File: src/rtl/alu_arbiter_pkg.sv
// Shared constants for the two-requester ALU arbiter: data width, opcodes,
// response-register state encoding and the request bundle.
package alu_arbiter_pkg;
  localparam int DATA_W = 32;
  localparam int SH_W   = $clog2(DATA_W);

  localparam logic [3:0] OP_ADD  = 4'b0000;
  localparam logic [3:0] OP_SUB  = 4'b0001;
  localparam logic [3:0] OP_AND  = 4'b0011;
  localparam logic [3:0] OP_NOR  = 4'b0100;
  localparam logic [3:0] OP_OR   = 4'b0101;
  localparam logic [3:0] OP_XOR  = 4'b0110;
  localparam logic [3:0] OP_SLLV = 4'b0111;
  localparam logic [3:0] OP_SLL  = 4'b1000;
  localparam logic [3:0] OP_SRLV = 4'b1001;
  localparam logic [3:0] OP_SRL  = 4'b1010;
  localparam logic [3:0] OP_SLT  = 4'b1110;
  localparam logic [3:0] OP_SLTU = 4'b1111;

  typedef enum logic {EMPTY = 1'b0, FULL = 1'b1} rsp_state_t;

  typedef struct packed {
    logic [3:0]        op;
    logic [4:0]        shamt;
    logic [DATA_W-1:0] a;
    logic [DATA_W-1:0] b;
  } alu_req_t;
endpackage

File: src/rtl/ula.sv
// Combinational ALU shared by both requesters; unknown opcodes return 0.
module ula
  import alu_arbiter_pkg::*;
(
  input  logic [3:0]        op,
  input  logic [4:0]        shamt,
  input  logic [DATA_W-1:0] in1,
  input  logic [DATA_W-1:0] in2,
  output logic [DATA_W-1:0] result
);
  // shamt is carried for interface compatibility; no supported opcode uses it
  logic unused_shamt;
  assign unused_shamt = ^shamt;

  logic big1, big2;
  assign big1 = |in1[DATA_W-1:SH_W];
  assign big2 = |in2[DATA_W-1:SH_W];

  always_comb begin
    result = '0;
    case (op)
      OP_ADD:  result = in1 + in2;
      OP_SUB:  result = in1 - in2;
      OP_AND:  result = in1 & in2;
      OP_NOR:  result = ~(in1 | in2);
      OP_OR:   result = in1 | in2;
      OP_XOR:  result = in1 ^ in2;
      OP_SLLV: result = big1 ? '0 : in2 << in1[SH_W-1:0];
      OP_SLL:  result = big2 ? '0 : in1 << in2[SH_W-1:0];
      OP_SRLV: result = big1 ? '0 : in2 >> in1[SH_W-1:0];
      OP_SRL:  result = big2 ? '0 : in1 >> in2[SH_W-1:0];
      OP_SLT:  result = {{(DATA_W-1){1'b0}}, $signed(in1) < $signed(in2)};
      OP_SLTU: result = {{(DATA_W-1){1'b0}}, in1 < in2};
      default: result = '0;
    endcase
  end
endmodule

File: src/rtl/alu_arbiter.sv
// Round-robin arbiter sharing one ALU between two requesters behind a
// one-entry response register. ALU_ARB_STATS_EN adds saturating grant counters.
module alu_arbiter
  import alu_arbiter_pkg::*;
#(
  parameter logic PRIO_INIT = 1'b0,
  parameter int   STAT_W    = 16
) (
  input  logic              clk,
  input  logic              rst_n,
  input  logic              req0_valid,
  output logic              req0_ready,
  input  logic [3:0]        req0_op,
  input  logic [4:0]        req0_shamt,
  input  logic [DATA_W-1:0] req0_a,
  input  logic [DATA_W-1:0] req0_b,
  input  logic              req1_valid,
  output logic              req1_ready,
  input  logic [3:0]        req1_op,
  input  logic [4:0]        req1_shamt,
  input  logic [DATA_W-1:0] req1_a,
  input  logic [DATA_W-1:0] req1_b,
  output logic              rsp_valid,
  input  logic              rsp_ready,
  output logic              rsp_src,
  output logic [DATA_W-1:0] rsp_result,
  output logic              rsp_zero
`ifdef ALU_ARB_STATS_EN
  ,
  output logic [STAT_W-1:0] stat_grant0,
  output logic [STAT_W-1:0] stat_grant1
`endif
);
  rsp_state_t        state, state_nxt;
  logic              prio, out_free, gnt_any, gnt_idx, xfer;
  alu_req_t          sel;
  logic [DATA_W-1:0] alu_res;

  assign rsp_valid = (state == FULL);
  assign out_free  = !rsp_valid || rsp_ready;

  // Contention goes to the priority holder; otherwise whoever is valid
  assign gnt_any = req0_valid || req1_valid;
  assign gnt_idx = (req0_valid && req1_valid) ? prio : req1_valid;
  assign xfer    = out_free && gnt_any;

  assign req0_ready = xfer && !gnt_idx;
  assign req1_ready = xfer &&  gnt_idx;

  assign sel = gnt_idx ? alu_req_t'{req1_op, req1_shamt, req1_a, req1_b}
                       : alu_req_t'{req0_op, req0_shamt, req0_a, req0_b};

  ula u_ula (
    .op     (sel.op),
    .shamt  (sel.shamt),
    .in1    (sel.a),
    .in2    (sel.b),
    .result (alu_res)
  );

  always_ff @(posedge clk or negedge rst_n) begin
    if (!rst_n) state <= EMPTY;
    else        state <= state_nxt;
  end

  always_comb begin
    state_nxt = state;
    if (xfer)           state_nxt = FULL;
    else if (rsp_ready) state_nxt = EMPTY;
  end

  always_ff @(posedge clk or negedge rst_n) begin
    if (!rst_n) begin
      prio       <= PRIO_INIT;
      rsp_src    <= 1'b0;
      rsp_result <= '0;
      rsp_zero   <= 1'b0;
    end else if (xfer) begin
      prio       <= !gnt_idx;
      rsp_src    <= gnt_idx;
      rsp_result <= alu_res;
      rsp_zero   <= (alu_res == '0);
    end
  end

`ifdef ALU_ARB_STATS_EN
  always_ff @(posedge clk or negedge rst_n) begin
    if (!rst_n) begin
      stat_grant0 <= '0;
      stat_grant1 <= '0;
    end else if (xfer) begin
      if (!gnt_idx && !(&stat_grant0)) stat_grant0 <= stat_grant0 + 1'b1;
      if ( gnt_idx && !(&stat_grant1)) stat_grant1 <= stat_grant1 + 1'b1;
    end
  end
`else
  logic [STAT_W-1:0] unused_stat;
  assign unused_stat = '0;
`endif
endmodule

File: config.mk
export PLATFORM = sky130hd
export DESIGN_NAME = alu_arbiter
export DESIGN_NICKNAME = d
export VERILOG_FILES = /design/src/rtl/alu_arbiter_pkg.sv /design/src/rtl/ula.sv /design/src/rtl/alu_arbiter.sv
export SDC_FILE = /design/constraint.sdc
export NUM_CORES = 1
export LEC_CHECK = 0
export ABC_AREA = 0
export CAP_MARGIN = 5
export CORE_MARGIN = 2
export CORE_UTILIZATION = 30
export CTS_CLUSTER_SIZE = 25
export DETAILED_ROUTE_END_ITERATION = 6
export GPL_ROUTABILITY_DRIVEN = 0
export PLACE_DENSITY = 0.53
export SYNTH_ARGS = -nofsm -noshare
export SYNTH_HDL_FRONTEND = slang
export SYNTH_HIERARCHICAL = 1
export SYNTH_SLANG_ARGS = --single-unit
File: constraint.sdc
create_clock -name clk -period 5.52 [get_ports clk]
set_input_delay 1.104 -clock clk [delete_from_list [all_inputs] [get_ports clk]]
set_output_delay 1.104 -clock clk [all_outputs]
set_load 0.02 [all_outputs]
Word-level counts from Yosys, hierarchy flattened --
Cells that the tools add are included.
Storage, ports and cells: register bits 36, input bits 151, word-level logic and storage cells 50, output and inout bits 37
Operators by class: $add $sub $neg 2, shift operators 4, bitwise operators 4, reductions and logical operators 13, eq/ne operators 11, magnitude comparators 2, mux-type cells 9
Operators with widths (number):
- 32-bit case mux with 12 select lines | 1
- 32-bit 2-to-1 mux | 4
- 73-bit 2-to-1 mux | 1
- 32-bit < comparator | 2
- 32-bit by 5-bit left shift with 32-bit output | 2
- 32-bit by 5-bit right shift with 32-bit output | 2
- 27-bit OR reduction | 2
- 32-bit adder | 1
- 32-bit AND | 1
- 32-bit zero test | 1
- 32-bit inverter | 1
- 32-bit OR | 1
- 32-bit subtractor | 1
- 32-bit XOR | 1
- 4-bit equality test, second input constant | 5
- 4-bit by 3-bit equality test with 1-bit output, second input constant | 4
- 4-bit by 1-bit equality test with 1-bit output, second input constant | 1
- 4-bit by 2-bit equality test with 1-bit output, second input constant | 1
- 1-bit logical AND | 4
- 4-bit zero test | 1
- 1-bit 2-to-1 mux | 3
- 1-bit zero test | 2
- 1-bit logical OR | 2
- 2-bit nonzero test | 1

Depth between registers and ports, before layout --
Gate-level depths: netlist of the first run.
word-level depth 7, depth in mapped cells 25, depth with buffers taken out 20

Modules after synthesis --
The synthesis of the first run kept the hierarchy.
By module, submodules not included:
- ula | area an instance 11912.7 sq um, cells an instance 1766, sequential area each 0.0 sq um, times used 1
- alu_arbiter | area an instance 2312.2 sq um, cells an instance 177, sequential area each 900.9 sq um, times used 1

Least setup slack after synthesis of the first run --
No wires, ideal clock.
path kind input-to-reg, start in req0_valid, end reg rsp_zero, data required time 5425 ps, setup slack -662 ps, library setup time 95 ps, stages on the path 23, buffers on the path 5, data arrival time 6086 ps, cells stage by stage inv_1 -> o21ai_2 -> buf_2 -> mux2_2 -> clkbuf_1 -> inv_2 -> buf_1 -> buf_2 -> buf_1 -> ha_1 -> a211o_1 -> a21oi_1 -> a2111oi_0 -> nor3_1 -> o31ai_2 -> a31o_2 -> a211oi_1 -> o211ai_1 -> o21ai_0 -> nand2_1 -> nor4_1 -> nand4_1 -> o31ai_1
RTL lines:
- start, declared | line alu_arbiter.sv:11 | input logic req0_valid,
- end signal, assigned | line alu_arbiter.sv:82 | rsp_zero <= (alu_res == '0);
- end, declared | line alu_arbiter.sv:27 | output logic rsp_zero

==> reports/qor.yml, run 1 <==
finish:
  synthToLayoutAreaGrowth_pct: 55.6
  drive_above_1_share_pct: 36.2
  stdcell_area_mm2: 0.0220
  final_cells: 3268
  final_net_count: 2913
  post-route-util_pct: 47.3
  fill_cells: 4594
worst_setup_path:
  path_max_fanout: 16
  worstSetupStartpoint: "req0_valid"
  cp.arrival_ps: 5610
  crit_required_ps: 5690
  worstReg2RegStart: "prio"
  crit_path_max_incr_delay_ps: 570
  crit_type: "in -> reg"
  start_kind: "input pin"
  end_kind: "flop"
  crit_slowest_cell: "a221o_1"
  worst-path-buf-inv: 8
  crit_family: "compound AO/OA/AOI/OAI gates"
  cpMostUsedCell: "o21ai_0"
  worstPathCellList: "buf_8 -> inv_4 -> o21ai_4 -> buf_12 -> buf_12 -> buf_12 -> buf_4 -> mux2_2 -> buf_4 -> nand2b_1 -> o21ai_0 -> o21ai_0 -> buf_4 -> mux2i_1 -> nor2_1 -> o21ai_0 -> o21ai_0 -> a221o_1 -> nor4_2 -> nand4_1 -> o31ai_1"
timing:
  slew_headroom_pct: 27.7
  tightest_slew_ps: 1070
  slew_viol_final: 0
  fin_ws_ps: 84.6
  fmax_mhz: 184
  holdWs_ps: 501
  setup_violations: 0
  finalCriticalPeriod_ps: 5440
  fin_crit_sh_pct: 98.5
  finalHoldViolCount: 0
  rsz0062_at_grt: "yes"
  finClkSkew_ps: 4.48
placement:
  numPortBuffers: 177
  place_ws_ps: -1680
  placed_area_mm2: 0.0211
  hpwlAfterDp_um: 67200
  place_inst: 3238
routing:
  via_per_inst: 6.07
  drt_iter0_markers: 2992
  first_pass_iters: 7
  routed_wl_um: 82800
  drc: 132
  vias: 19828
  ant_nets: 0
  wl_per_cell_um: 25.3
synth:
  ys_warn_count: 6
  synth.avg_cell_area_um2: 7.31
  syn_nets: 2194
  synthCells: 1938
  synth.cell_area_mm2: 0.0142
clock_tree:
  clk-insertion-delay-late_ps: 280
  numCtsBuffers: 5
  cts_tree: "built"
  cts_buffer_depth: 2
  cts.sinks: 36
  htree_levels: 2
  cts_root_buf: "clkbuf_16"
  clk_pin_slew_ps: 50
global_routing:
  grt_pass1_wl_um: 120000
  grt_max_degree: 91
  grt_usage_pct: 31.9
  grt_overflow: 0
  grt_antenna_before_repair: 4
  grt_pass1_vias: 18970
hold_path:
  hp-start: "rsp_result[29]"
  hold_path_class: "reg -> reg"
floorplan:
  dieArea_mm2: 0.0490
  dieHeight_um: 221
  die_w_um: 221
  ios: 188
  core-area_mm2: 0.0466
  start_util_pct: 30.4
  num_rows: 79
power:
  irDropWorstVdd_uv: 152
  power_leakage_nw: 9.68
  cellPowerDensity_mw_per_mm2: 221
outcome:
  outcome: "finished, violations left"
  violations: "DRC"
flow_run:
  maxCapViolCount: 0
-- cells in the final DEF, fill, tap and decap left out, types with 10 or more instances in the layout --
master	instances
a211o_1	20
ha_1	93
nor2_1	253
o21ai_0	163
nand2_1	146
a211oi_1	23
a221oi_1	29
inv_2	10
o211ai_1	21
a21o_1	11
a221o_1	22
nor3_1	47
o22ai_1	28
o21bai_1	18
mux2i_1	92
o31ai_1	11
nor4_1	21
a22oi_1	22
nand2b_1	24
mux4_2	63
a31oi_1	11
nand3_1	33
mux2_1	21
o221ai_1	17
nand4_1	11
dfrtp_1	36
a21oi_1	141
or3_1	18
buf_4	675
clkdlybuf4s50_1	174
mux2_2	79
inv_1	78
-- cell type report --
| class | count | area [um^2] | area share (%) |
|---|---|---|---|
| clock buffer | 8 | 146 | 0.664 |
| timing repair buffer | 870 | 7170 | 32.5 |
| sequential | 36 | 901 | 4.09 |
| tap | 607 | 759 | 3.45 |
| antenna | 3 | 7.51 | 0.0341 |
| inverter | 98 | 398 | 1.80 |
| multi-input combinational | 1646 | 12700 | 57.5 |
-- timing repair --
action / CTS / global route
pin swaps: 17 / 43
gates cloned: 0 / 2
setup endpoints to repair: 33 / 7
resized for setup: 60 / 86
buffers inserted: 14 / 6
hold buffers: 0 / 0
-- flip-flops by register name, indices dropped and copies added (netlist names) --
signal	cells
prio	1
rsp_src	1
rsp_valid	1
rsp_zero	1
rsp_result	32
-- layer usage --
metal  global-route usage [%]  vias to the layer above  share of wire, %
met5                        0                        -             0.064
li1                         -                     8792                 -
met4                     20.0                        6               8.5
met2                     47.5                     1317                41
met1                     39.5                     9347                38
met3                     10.7                      366                12
-- final timing paths --
path                                   to  depth (start not counted)  slack [ps]
setup reg to reg                 rsp_zero                         19         590
min in group asynchronous         rsp_src                          1         930
setup / recovery                 rsp_zero                         21          80
max in group asynchronous  rsp_result[19]                          1        4060
hold / removal             rsp_result[29]                          1         500
hold reg to reg            rsp_result[29]                          1         500
-- power breakdown --
part	leakage (nW)	switching, mW	internal (mW)	total (mW)
clock	0.0712	0.0984	0.180	0.278
sequential	0.452	0.0431	0.344	0.387
combinational	9.16	2.25	1.96	4.21
total	9.68	2.39	2.48	4.87
-- per-stage QoR --
step	total power [mW]	TNS [ps]
finish	4.87	0
floorplan	2.30	0
global route	5.10	-72.6
CTS	4.62	0
detailed placement	4.24	-21930
global placement	4.21	-20980
Note: power is estimated with default switching activity, not from simulation.
==> run 2: changes to the inputs <==
CTS_BUF_LIST = sky130_fd_sc_hd__clkbuf_4   (was not set)
==> run 2 against run 1 <==
  * The flow still finishes with violations (DRC)
  * Die area is the same
  * Flip-flop and latch count is the same
  * Largest power group unchanged
  * Power shrank 3.3%
  * Non-clock buffer count shrank 3
  * Register-to-register slack is essentially flat
  * Clock power shrank 48%
==> reports/qor.yml, run 2 (synthesized netlist as in run 1, its figures left out) <==
floorplan:
  dieHeight_um: 221  # unchanged
  dieArea_mm2: 0.0490  # unchanged
  num_rows: 79  # unchanged
  start_util_pct: 30.4  # unchanged
  core-area_mm2: 0.0466  # unchanged
  ios: 188  # unchanged
  die_w_um: 221  # unchanged
clock_tree:
  numCtsBuffers: 5  # unchanged
  clk_pin_slew_ps: 110  # +60 ps
  htree_levels: 2  # unchanged
  cts_root_buf: "clkbuf_4"
  cts_tree: "built"
  clk-insertion-delay-late_ps: 340  # +60 ps
  cts.sinks: 36  # unchanged
  cts_buffer_depth: 2  # unchanged
global_routing:
  grt_max_degree: 91  # unchanged
  grt_pass1_vias: 18933  # -0.20%
  grt_overflow: 0  # unchanged
  grt_usage_pct: 31.9  # -0.037 points
  grt_antenna_before_repair: 2  # -2
  grt_pass1_wl_um: 120000  # about the same
placement:
  numPortBuffers: 177  # unchanged
  hpwlAfterDp_um: 67200  # unchanged
  place_inst: 3238  # unchanged
finish:
  mostFrequentLayoutCell: "buf_4"
  final_net_count: 2910  # -0.10%
  mostFrequentLayoutCells: "buf_4 (676), nor2_1 (253), clkdlybuf4s50_1 (174)"
  post-route-util_pct: 46.9  # -0.41 points
  top_register: "rsp_result"
  largest_reg_flops: 32  # unchanged
  final_cells: 3264  # -0.12%
  drive_above_1_share_pct: 36.2  # -0.072 points
  synthToLayoutAreaGrowth_pct: 54.2
outcome:
  outcome: "finished, violations left"
  violations: "DRC"
timing:
  finClkSkew_ps: 15.8  # +11.3 ps
  finalHoldViolCount: 0  # unchanged
  slew_headroom_pct: 34.1  # +6.4 points
  fin_crit_sh_pct: 97.9  # -0.56 points
  setup_violations: 0  # unchanged
  holdWs_ps: 516  # +14.3 ps
  fmax_mhz: 185  # +0.58%
  finalCriticalPeriod_ps: 5400  # -31.2 ps
  slew_viol_final: 0  # unchanged
  tightest_slew_ps: 978  # -94.7 ps
routing:
  drc: 70  # -47%
  drt_iter0_markers: 2702  # -9.7%
  routed_wl_um: 82500  # -0.33%
  via_per_inst: 6.08  # +0.23%
  vias: 19850  # +0.11%
  wl_per_cell_um: 25.3  # -0.21%
  first_pass_iters: 7  # unchanged
  ant_nets: 0  # unchanged
worst_setup_path:
  path_max_fanout: 16  # unchanged
  crit_slowest_cell: "nor4_1"
  cpMostUsedCell: "buf_4"
  crit_required_ps: 5720  # +30 ps
  worst-path-buf-inv: 12  # +4
  ff2ff_setup_slack_ps: 590  # about the same
  rr_worst_depth: 23  # +4
  crit_type: "in -> reg"
  crit_family: "buffers and inverters"
  critPathCapture: "rsp_zero"
  cp.arrival_ps: 5610  # about the same
  worstReg2RegStart: "prio"
  start_kind: "input pin"
  worstReg2RegEnd: "rsp_zero"
  end_kind: "flop"
  crit_path_max_incr_delay_ps: 370  # -200 ps
  path_depth: 25  # +19%
  worstSetupStartpoint: "req0_valid"
flow_run:
  maxCapViolCount: 0  # unchanged
power:
  irDropWorstVdd_uv: 146  # -3.7%
  power_leakage_nw: 9.60  # -0.81%
  cellPowerDensity_mw_per_mm2: 216  # -2.4%
hold_path:
  hold_path_class: "reg -> reg"
## run 2: cell count changes in the layout (fill, tap and decap cells not counted), sizes merged
cell	change
diode	-1
clkinv	+1
buf	-4
## run 2: where the power goes
group          internal (mW)  total (mW)  switching, mW  leakage [nW]
Combinational           1.95        4.18           2.23          9.12
Clock                 0.0588       0.144         0.0855        0.0338
Sequential             0.342       0.385         0.0425         0.452
Total                   2.35        4.71           2.36          9.60
## run 2: stage by stage
stage | TNS (ps) | power [mW] | worst slack [ps] | area, um^2
CTS | 0 | 4.47 | 20.8 | 21500
global route | -23.9 | 4.94 | -23.9 | 21800
floorplan | 0 | 2.30 | 15.0 | 14200
finish | 0 | 4.71 | 116 | 21900
detailed placement | -21930 | 4.24 | -1680 | 21100
global placement | -20980 | 4.21 | -1730 | 21100
## run 2: how the worst min path moves through the flow
stage,from,end,depth (start not counted)
floorplan,prio,prio,1
CTS,rsp_result[30],rsp_result[30],1
finish,rsp_result[30],rsp_result[30],1
global placement,rsp_result[20],rsp_result[20],1
global route,rsp_result[15],rsp_result[15],1
detailed placement,rsp_result[30],rsp_result[30],1
## run 2: metal layers
layer	global-route usage (%)	part of all wire, %	wire [um]	vias up
met5	1.76	0.15	120	-
met2	47.3	41	34100	1308
met3	10.7	12	9920	354
met1	39.3	38	31500	9403
li1	-	-	-	8783
met4	20.3	8.4	6890	2
## run 2: final cells by class
type | count | area (um^2)
flip-flops and latches | 36 | 901
inverters | 98 | 393
diodes | 2 | 5.00
repair buffers | 867 | 7100
fillers | 4628 | 24700
multi-input cells | 1646 | 12600
clock inverters | 1 | 3.75
well taps | 607 | 759
clock buffers | 7 | 52.6
## run 2: what timing repair did
item | in CTS | in global routing
pin swaps | 15 | 38
setup buffers | 13 | 4
hold buffers | 0 | 0
cloned | 0 | 1
setup endpoints to repair | 28 | 3
resized for setup | 54 | 77
